### config.mk
export PLATFORM = sky130hd
export DESIGN_NAME = control_decode_stage_flat
export DESIGN_NICKNAME = d
export VERILOG_FILES = /design/src/rtl/control_decode_stage_if.sv /design/src/rtl/control_decode_stage.sv /design/src/flat_wrapper.sv
export SDC_FILE = /design/constraint.sdc
export NUM_CORES = 1
export LEC_CHECK = 0
export CAP_MARGIN = 20
export CELL_PAD_IN_SITES_DETAIL_PLACEMENT = 1
export CELL_PAD_IN_SITES_GLOBAL_PLACEMENT = 1
export CORE_MARGIN = 10
export CORE_UTILIZATION = 21
export CTS_CLUSTER_SIZE = 8
export DETAILED_ROUTE_END_ITERATION = 7
export PLACE_DENSITY = 0.71
export SYNTH_ARGS = -nofsm -noshare
export SYNTH_HDL_FRONTEND = slang
export SYNTH_SLANG_ARGS = --single-unit
### constraint.sdc
create_clock -name clock -period 1.55 [get_ports clock]
set_input_delay 0.31 -clock clock [delete_from_list [all_inputs] [get_ports clock]]
set_output_delay 0.31 -clock clock [all_outputs]
set_load 0.05 [all_outputs]
### src/rtl/control_decode_stage_if.sv
// control_decode_stage_if: instruction-in / control-out bundle for the ID-stage
// control generator. The master side supplies the decoded instruction, hazard
// inputs, flush and downstream ready; the slave side (the decode stage) returns
// the handshake and the registered control fields.
interface control_decode_stage_if #(
  parameter int OPFUNC_W   = 12,
  parameter int CAT_W      = 16,
  parameter int REG_ADDR_W = 5
);
  logic                  inValid;
  logic                  inReady;
  logic [OPFUNC_W-1:0]   opFunc;
  logic [CAT_W-1:0]      category;
  logic [REG_ADDR_W-1:0] rsAddr;
  logic [REG_ADDR_W-1:0] rtAddr;
  logic                  exLoad;
  logic [REG_ADDR_W-1:0] exWriteAddr;
  logic                  flush;
  logic                  outValid;
  logic                  outReady;
  logic                  memWriteEn;
  logic [1:0]            regWrAddrSrc;
  logic                  regWrDataSrc;
  logic                  reg1AddrSrc;
  logic [1:0]            pcAction;
  logic [1:0]            aluData2Src;
  logic [1:0]            shamtSrc;
  logic                  mdStart;
  logic                  mdBusy;

  modport master (
    output inValid, opFunc, category, rsAddr, rtAddr, exLoad, exWriteAddr,
           flush, outReady,
    input  inReady, outValid, memWriteEn, regWrAddrSrc, regWrDataSrc,
           reg1AddrSrc, pcAction, aluData2Src, shamtSrc, mdStart, mdBusy
  );

  modport slave (
    input  inValid, opFunc, category, rsAddr, rtAddr, exLoad, exWriteAddr,
           flush, outReady,
    output inReady, outValid, memWriteEn, regWrAddrSrc, regWrDataSrc,
           reg1AddrSrc, pcAction, aluData2Src, shamtSrc, mdStart, mdBusy
  );
endinterface

### src/rtl/control_decode_stage.sv
// control_decode_stage: registered ID-stage control generator. Decodes
// opFunc/category into per-field control held in a valid/ready output register,
// inserts load-use bubbles, honours flush, and sequences multi-cycle MUL/DIV
// issue so nothing else issues while HI/LO is busy.
// Optional feature macro: CONTROL_HAZARD_EN (load-use hazard detection; when
// undefined the hazard term is tied low and exLoad/exWriteAddr are ignored).
module control_decode_stage #(
  parameter int                  OPFUNC_W    = 12,
  parameter int                  CAT_W       = 16,
  parameter int                  REG_ADDR_W  = 5,
  parameter logic [OPFUNC_W-1:0] LUI_OPFUNC  = OPFUNC_W'('h00F),
  parameter int                  MUL_LATENCY = 4,
  parameter int                  DIV_LATENCY = 32
) (
  input logic                   clock,
  input logic                   resetN,
  control_decode_stage_if.slave bus
);

  // Category bit positions
  localparam int CAT_LOAD   = 0;
  localparam int CAT_STORE  = 1;
  localparam int CAT_BRANCH = 2;
  localparam int CAT_JUMP   = 3;
  localparam int CAT_RJUMP  = 4;
  localparam int CAT_RSHIFT = 5;
  localparam int CAT_LOGIC  = 6;
  localparam int CAT_MULDIV = 7;
  localparam int CAT_DIV    = 8;

  // Field encodings
  localparam logic [1:0] WA_NONE   = 2'd0;
  localparam logic [1:0] WA_RD     = 2'd1;
  localparam logic [1:0] WA_RT     = 2'd2;
  localparam logic [1:0] PC_INC    = 2'd0;
  localparam logic [1:0] PC_BRANCH = 2'd1;
  localparam logic [1:0] PC_JUMP   = 2'd2;
  localparam logic [1:0] A2_REG    = 2'd0;
  localparam logic [1:0] A2_IMMS   = 2'd1;
  localparam logic [1:0] A2_IMMU   = 2'd2;
  localparam logic [1:0] SH_NONE   = 2'd0;
  localparam logic [1:0] SH_SHAMT  = 2'd1;
  localparam logic [1:0] SH_C16    = 2'd2;

  // Busy counter holds LATENCY-1 down to 0
  localparam int LAT_MAX = (DIV_LATENCY > MUL_LATENCY) ? DIV_LATENCY : MUL_LATENCY;
  localparam int CNT_W   = (LAT_MAX > 1) ? $clog2(LAT_MAX) : 1;
  localparam logic [CNT_W-1:0] MUL_LOAD = CNT_W'(MUL_LATENCY - 1);
  localparam logic [CNT_W-1:0] DIV_LOAD = CNT_W'(DIV_LATENCY - 1);

  typedef enum logic {ST_RUN = 1'b0, ST_WAIT = 1'b1} state_e;

  state_e           state_q;
  logic [CNT_W-1:0] cnt_q;
  logic             mdStart_q;
  logic             mdBusy_q;

  logic       outValid_q;
  logic       memWriteEn_q,   memWriteEn_d;
  logic [1:0] regWrAddrSrc_q, regWrAddrSrc_d;
  logic       regWrDataSrc_q, regWrDataSrc_d;
  logic       reg1AddrSrc_q,  reg1AddrSrc_d;
  logic [1:0] pcAction_q,     pcAction_d;
  logic [1:0] aluData2Src_q,  aluData2Src_d;
  logic [1:0] shamtSrc_q,     shamtSrc_d;

  logic is_func;
  logic hazard;
  logic slot_free;
  logic in_ready;
  logic accept;
  logic start_md;
  logic unused_inputs;

  assign is_func = bus.opFunc[OPFUNC_W-1];

`ifdef CONTROL_HAZARD_EN
  // Rt is a source for R-type, stores (data) and branches (compare)
  logic rt_read;
  assign rt_read = is_func | bus.category[CAT_STORE] | bus.category[CAT_BRANCH];
  assign hazard  = bus.exLoad & (bus.exWriteAddr != '0) &
                   ((bus.exWriteAddr == bus.rsAddr) |
                    (rt_read & (bus.exWriteAddr == bus.rtAddr)));
  assign unused_inputs = ^bus.category;
`else
  assign hazard        = 1'b0;
  assign unused_inputs = ^{bus.category, bus.exLoad, bus.exWriteAddr};
`endif

  // The output slot can take new data when empty or being drained this cycle
  assign slot_free = ~outValid_q | bus.outReady;
  assign in_ready  = (state_q == ST_RUN) & ~hazard & ~bus.flush & slot_free;
  assign accept    = bus.inValid & in_ready;
  assign start_md  = accept & bus.category[CAT_MULDIV];

  // Combinational decode of the incoming instruction into control fields
  always_comb begin
    memWriteEn_d   = bus.category[CAT_STORE];
    regWrDataSrc_d = bus.category[CAT_LOAD];
    reg1AddrSrc_d  = bus.category[CAT_RSHIFT];

    if (is_func) begin
      if (bus.category[CAT_RJUMP] | bus.category[CAT_MULDIV]) regWrAddrSrc_d = WA_NONE;
      else                                                     regWrAddrSrc_d = WA_RD;
    end else begin
      if (bus.category[CAT_BRANCH] | bus.category[CAT_JUMP])  regWrAddrSrc_d = WA_NONE;
      else                                                     regWrAddrSrc_d = WA_RT;
    end

    if (bus.category[CAT_JUMP] | bus.category[CAT_RJUMP]) pcAction_d = PC_JUMP;
    else if (bus.category[CAT_BRANCH])                    pcAction_d = PC_BRANCH;
    else                                                  pcAction_d = PC_INC;

    if (is_func | bus.category[CAT_BRANCH]) aluData2Src_d = A2_REG;
    else if (bus.category[CAT_LOGIC])       aluData2Src_d = A2_IMMU;
    else                                    aluData2Src_d = A2_IMMS;

    if (bus.category[CAT_RSHIFT])         shamtSrc_d = SH_SHAMT;
    else if (bus.opFunc == LUI_OPFUNC)    shamtSrc_d = SH_C16;
    else                                  shamtSrc_d = SH_NONE;
  end

  // Output register: load on accept, bubble when drained without a new accept
  always_ff @(posedge clock or negedge resetN) begin
    if (!resetN) begin
      outValid_q     <= 1'b0;
      memWriteEn_q   <= 1'b0;
      regWrAddrSrc_q <= 2'd0;
      regWrDataSrc_q <= 1'b0;
      reg1AddrSrc_q  <= 1'b0;
      pcAction_q     <= 2'd0;
      aluData2Src_q  <= 2'd0;
      shamtSrc_q     <= 2'd0;
    end else if (bus.flush) begin
      outValid_q <= 1'b0;
    end else if (accept) begin
      outValid_q     <= 1'b1;
      memWriteEn_q   <= memWriteEn_d;
      regWrAddrSrc_q <= regWrAddrSrc_d;
      regWrDataSrc_q <= regWrDataSrc_d;
      reg1AddrSrc_q  <= reg1AddrSrc_d;
      pcAction_q     <= pcAction_d;
      aluData2Src_q  <= aluData2Src_d;
      shamtSrc_q     <= shamtSrc_d;
    end else if (slot_free) begin
      outValid_q <= 1'b0;
    end
  end

  // MUL/DIV issue sequencer: hold off issue for LATENCY cycles after a MulDiv accept
  always_ff @(posedge clock or negedge resetN) begin
    if (!resetN) begin
      state_q   <= ST_RUN;
      cnt_q     <= '0;
      mdStart_q <= 1'b0;
      mdBusy_q  <= 1'b0;
    end else if (bus.flush) begin
      state_q   <= ST_RUN;
      cnt_q     <= '0;
      mdStart_q <= 1'b0;
      mdBusy_q  <= 1'b0;
    end else begin
      mdStart_q <= 1'b0;
      unique case (state_q)
        ST_RUN: begin
          if (start_md) begin
            state_q   <= ST_WAIT;
            cnt_q     <= bus.category[CAT_DIV] ? DIV_LOAD : MUL_LOAD;
            mdStart_q <= 1'b1;
            mdBusy_q  <= 1'b1;
          end
        end
        ST_WAIT: begin
          if (cnt_q == '0) begin
            state_q  <= ST_RUN;
            mdBusy_q <= 1'b0;
          end else begin
            cnt_q <= cnt_q - CNT_W'(1);
          end
        end
        default: state_q <= ST_RUN;
      endcase
    end
  end

  assign bus.inReady      = in_ready;
  assign bus.outValid     = outValid_q;
  assign bus.memWriteEn   = memWriteEn_q;
  assign bus.regWrAddrSrc = regWrAddrSrc_q;
  assign bus.regWrDataSrc = regWrDataSrc_q;
  assign bus.reg1AddrSrc  = reg1AddrSrc_q;
  assign bus.pcAction     = pcAction_q;
  assign bus.aluData2Src  = aluData2Src_q;
  assign bus.shamtSrc     = shamtSrc_q;
  assign bus.mdStart      = mdStart_q;
  assign bus.mdBusy       = mdBusy_q;

endmodule

### src/flat_wrapper.sv
// flat-port wrapper written by rule: the top's interface ports become plain ports
module control_decode_stage_flat 
#(
  parameter int                  OPFUNC_W    = 12,
  parameter int                  CAT_W       = 16,
  parameter int                  REG_ADDR_W  = 5,
  parameter logic [OPFUNC_W-1:0] LUI_OPFUNC  = OPFUNC_W'('h00F),
  parameter int                  MUL_LATENCY = 4,
  parameter int                  DIV_LATENCY = 32
)
  (clock, resetN, bus_inValid, bus_opFunc, bus_category, bus_rsAddr, bus_rtAddr, bus_exLoad, bus_exWriteAddr, bus_flush, bus_outReady, bus_inReady, bus_outValid, bus_memWriteEn, bus_regWrAddrSrc, bus_regWrDataSrc, bus_reg1AddrSrc, bus_pcAction, bus_aluData2Src, bus_shamtSrc, bus_mdStart, bus_mdBusy);
  control_decode_stage_if #(.OPFUNC_W(OPFUNC_W), .CAT_W(CAT_W), .REG_ADDR_W(REG_ADDR_W)) bus_i ();
  input logic clock;
  input logic resetN;
  input wire logic [$bits(bus_i.inValid)-1:0] bus_inValid;
  input wire logic [$bits(bus_i.opFunc)-1:0] bus_opFunc;
  input wire logic [$bits(bus_i.category)-1:0] bus_category;
  input wire logic [$bits(bus_i.rsAddr)-1:0] bus_rsAddr;
  input wire logic [$bits(bus_i.rtAddr)-1:0] bus_rtAddr;
  input wire logic [$bits(bus_i.exLoad)-1:0] bus_exLoad;
  input wire logic [$bits(bus_i.exWriteAddr)-1:0] bus_exWriteAddr;
  input wire logic [$bits(bus_i.flush)-1:0] bus_flush;
  input wire logic [$bits(bus_i.outReady)-1:0] bus_outReady;
  output wire logic [$bits(bus_i.inReady)-1:0] bus_inReady;
  output wire logic [$bits(bus_i.outValid)-1:0] bus_outValid;
  output wire logic [$bits(bus_i.memWriteEn)-1:0] bus_memWriteEn;
  output wire logic [$bits(bus_i.regWrAddrSrc)-1:0] bus_regWrAddrSrc;
  output wire logic [$bits(bus_i.regWrDataSrc)-1:0] bus_regWrDataSrc;
  output wire logic [$bits(bus_i.reg1AddrSrc)-1:0] bus_reg1AddrSrc;
  output wire logic [$bits(bus_i.pcAction)-1:0] bus_pcAction;
  output wire logic [$bits(bus_i.aluData2Src)-1:0] bus_aluData2Src;
  output wire logic [$bits(bus_i.shamtSrc)-1:0] bus_shamtSrc;
  output wire logic [$bits(bus_i.mdStart)-1:0] bus_mdStart;
  output wire logic [$bits(bus_i.mdBusy)-1:0] bus_mdBusy;
  assign bus_i.inValid = bus_inValid;
  assign bus_i.opFunc = bus_opFunc;
  assign bus_i.category = bus_category;
  assign bus_i.rsAddr = bus_rsAddr;
  assign bus_i.rtAddr = bus_rtAddr;
  assign bus_i.exLoad = bus_exLoad;
  assign bus_i.exWriteAddr = bus_exWriteAddr;
  assign bus_i.flush = bus_flush;
  assign bus_i.outReady = bus_outReady;
  assign bus_inReady = bus_i.inReady;
  assign bus_outValid = bus_i.outValid;
  assign bus_memWriteEn = bus_i.memWriteEn;
  assign bus_regWrAddrSrc = bus_i.regWrAddrSrc;
  assign bus_regWrDataSrc = bus_i.regWrDataSrc;
  assign bus_reg1AddrSrc = bus_i.reg1AddrSrc;
  assign bus_pcAction = bus_i.pcAction;
  assign bus_aluData2Src = bus_i.aluData2Src;
  assign bus_shamtSrc = bus_i.shamtSrc;
  assign bus_mdStart = bus_i.mdStart;
  assign bus_mdBusy = bus_i.mdBusy;
  control_decode_stage #(.OPFUNC_W(OPFUNC_W), .CAT_W(CAT_W), .REG_ADDR_W(REG_ADDR_W), .LUI_OPFUNC(LUI_OPFUNC), .MUL_LATENCY(MUL_LATENCY), .DIV_LATENCY(DIV_LATENCY)) u_core (.clock(clock), .resetN(resetN), .bus(bus_i));
endmodule
==> results.md <==
- Vias: about 890
- Dpl hpwl: roughly 2600 µm
- Cells after Synth: 87
- Share of layout cells above drive strength 1: between 30% and 40%
- Synth area leader: dfrtp_1
- Class of the worst hold path: in2async
- YS warnings: 0
- Post-synthesis net count: approximately 140
- Most common cell after layout, fill and taps aside: clkdlybuf4s50_1
- Unrepaired setup endpoints after global routing: true
- Slack of the critical path: -0.200 ns
- Core area: approximately 4100 µm²
- Violated checks: setup timing
- Fin Setup TNS: -1.04 ns
- WP data arrival: 1.89 ns
- Commonest non-fill, non-tap cells in the layout: clkdlybuf4s50_1, buf_4, dfrtp_1, buf_12, nand2_1
- Total GRT Usage: between 8 and 9%
- Worst Setup Path Type: reg2reg
- #FFs+latches synth: 19
- Avg Synthesized Cell Area: 10.3 µm²
- IO Port Bufs: 40
- Final ANT Viol Nets: 0
- Filler Cells Inserted: approximately 450
- Ant diodes: 0
- Power per cell area: 987 nW/µm²
- Final worst-path cycle share: 113%
- Largest cells by area after synthesis: dfrtp_1, nand2_1, mux2_2
- Clk sinks: 19
- Highest-delay cell along the critical path: or4b_4
- Worst-Skew Late Latency: about 0.26 ns
- Worst path cell trace: inv_1 -> ha_2 -> or4b_4 -> a32o_2 -> a21oi_2 -> a211oi_2
- Reg2reg setup slack: -0.20 ns
- Final hold slack: ~0.37 ns
- Startpoint types: register
- CP max stage delay: roughly 0.47 ns
- Final setup violation count: 7
- Overall Power: ~0.0017 W
- Vias in the first global route: 1048
- Final Skew: around 0.00071 ns
- Slew @ Worst Pin: 0.287 ns
- Peak supply drop: approximately 0.37 mV
- H-tree levels: 1
- Pre-antenna DRT Iters: 4
- Chip Width: approximately 85 µm
- Seq/Total Area, Yosys: 52.9%
- Antenna violations before repair: 0
- Residual DRC count: 0
- Max cap viols: 0
- Reg clk slew, reported paths: ~0.080 ns
- Top-area cell type share of the netlist area: 52.9%
- Count of different cell masters after synthesis: 35
- Worst slew margin: between 80% and 90%
- Final wirelength: approximately 3300 µm
- Mapped cell area: 900 µm²
- Full die area: between 7000 and 8000 µm²
- Vias per inst: roughly 4.6
- Maximum clock path buffer count: 2
- Leakage power: ~0.74 nW
- DR iter-0 viols: 20
- TritonCTS clock tree: done
- WP data required: around 1.7 ns
- Number of CTS-inserted buffers: 3
- Die Span Y: 85.5 µm
- Rows: 23
- Post-layout nets: just under 200
- Pin count of the biggest net entering global routing: 20
- Pins Over Slew Limit: 0
- CP max FO: 6
- Min Tclk post-route: roughly 1.7 ns
- Count of final hold-check violations: 0
- GPL Wtd Cong: roughly 0.69
- Initial Utilization: 22.0%
- Status: finished with violations
- CP endpoint kind: register
- I/O Pins: 64
- F_max: ~0.57 GHz
- Layout area overhead: 91.2%
- First-pass GRT wire length: ~5200 µm
- Wirelength per Cell: about 17 µm
- Overflow after GRT: 0
- Clock root buffer: clkbuf_8
area by class of cell:
type | count | area [µm²] | share of cell area [%]
Clock buffer | 3 | 41.3 | 2.40
Clock inverter | 1 | 5.00 | 0.291
Inverter | 3 | 11.3 | 0.655
Multi-Input combinational cell | 60 | 438 | 25.5
Sequential cell | 19 | 477 | 27.7
Tap cell | 50 | 62.6 | 3.64
Timing Repair Buffer | 58 | 686 | 39.9
power breakdown:
group	switching [W]	leakage, nW	total, W	internal, W
registers	0.0000578	0.248	0.000607	0.000549
logic	0.000346	0.470	0.000729	0.000383
clock network	0.000183	0.0255	0.000362	0.000179
kinds of logic after synthesis:
kind of cell               after synthesis  synth area share (%)
xor gates and xnor gates                 1                 0.974
muxes                                    4                  4.87
buffers and inverters                    8                  4.73
adders and majority gates                1                  1.39
DFF                                     19                  52.9
and+or+nand+nor                         34                  19.2
AOI/OAI and AO/OA                       20                  16.0
synthesized netlist by cell type:
master	instances
a211oi_1	2
or4b_4	1
clkbuf_1	2
and2_2	1
nor3b_1	1
inv_1	3
o31ai_1	1
buf_6	1
a21oi_1	1
a32o_2	1
or4_2	1
a31oi_1	1
or2b_2	1
nand2b_1	1
nand4_1	1
mux2i_1	1
and2_1	1
mux2_2	3
o21ai_0	6
o2bb2ai_1	1
nor2_1	8
o41ai_1	2
a31o_2	2
dfrtp_1	19
a311oi_1	2
ha_1	1
nand3_1	2
and3_1	1
nor4_1	1
buf_2	1
nand2_1	12
buf_4	1
xnor2_1	1
o21bai_1	1
nor3_1	2
per-stage QoR:
stage                     instances  area (µm²)  setup slack (ns)  util (%)
after floorplan                  87         907            -0.140         -
after global placement          187        1600            -0.217      39.2
after detailed placement        187        1600            -0.269      39.2
after CTS                       195        1700            -0.219      41.7
after global routing            194        1720            -0.270      42.1
final                           194        1720            -0.200      42.1
worst max-delay path: cells and delay by family (launching register included):
family                   cells  cell delay [ns]
AO/OA/AOI/OAI                3             0.54
AND/OR/NAND/NOR              1             0.47
buffers and inverters        1             0.06
flip-flops                   1             0.39
adder cells (fa/ha/maj)      1             0.17
per-layer routing:
layer / GRT usage (%) / share of wire (%) / vias to the layer above
li1: - / - / 422
met3: 2.10 / 5.4 / 4
met5: 0 / 0 / -
met2: 17.4 / 56 / 30
met1: 8.63 / 37 / 437
met4: 3.59 / 1.2 / 0
state kept, by name, summed over array words and instances, names as in the netlist:
| signal | count |
|---|---|
| u_core.bus.aluData2Src | 2 |
| u_core.bus.regWrDataSrc | 1 |
| u_core.bus.mdBusy | 1 |
| u_core.cnt_q | 5 |
| u_core.bus.pcAction | 2 |
| u_core.bus.regWrAddrSrc | 2 |
| u_core.bus.mdStart | 1 |
| u_core.bus.memWriteEn | 1 |
| u_core.bus.shamtSrc | 2 |
| u_core.state_q | 1 |
| u_core.bus.outValid | 1 |
worst paths after layout:
| path | startpoint | to | cells after the start |
|---|---|---|---|
| max | u_core.cnt_q[1]$_DFFE_PN0P_ | u_core.cnt_q[2]$_DFFE_PN0P_ | 6 |
| min | resetN | u_core.cnt_q[4]$_DFFE_PN0P_ | 2 |
| max reg2reg | u_core.cnt_q[1]$_DFFE_PN0P_ | u_core.cnt_q[2]$_DFFE_PN0P_ | 6 |
| min reg2reg | u_core.bus.shamtSrc[1]$_DFFE_PN0P_ | u_core.bus.shamtSrc[1]$_DFFE_PN0P_ | 2 |
| max in group asynchronous | resetN | u_core.bus.outValid$_DFFE_PN0P_ | 2 |
| min in group clock | u_core.bus.shamtSrc[1]$_DFFE_PN0P_ | u_core.bus.shamtSrc[1]$_DFFE_PN0P_ | 2 |
what timing repair did:
action,CTS,global route
endpoints found under the hold margin,0,0
hold buffers,0,0
buffers inserted,4,0
pin swaps,3,4
endpoints found under the setup margin,6,14
resized for setup,7,4
Power figures use the tool's default switching activity.
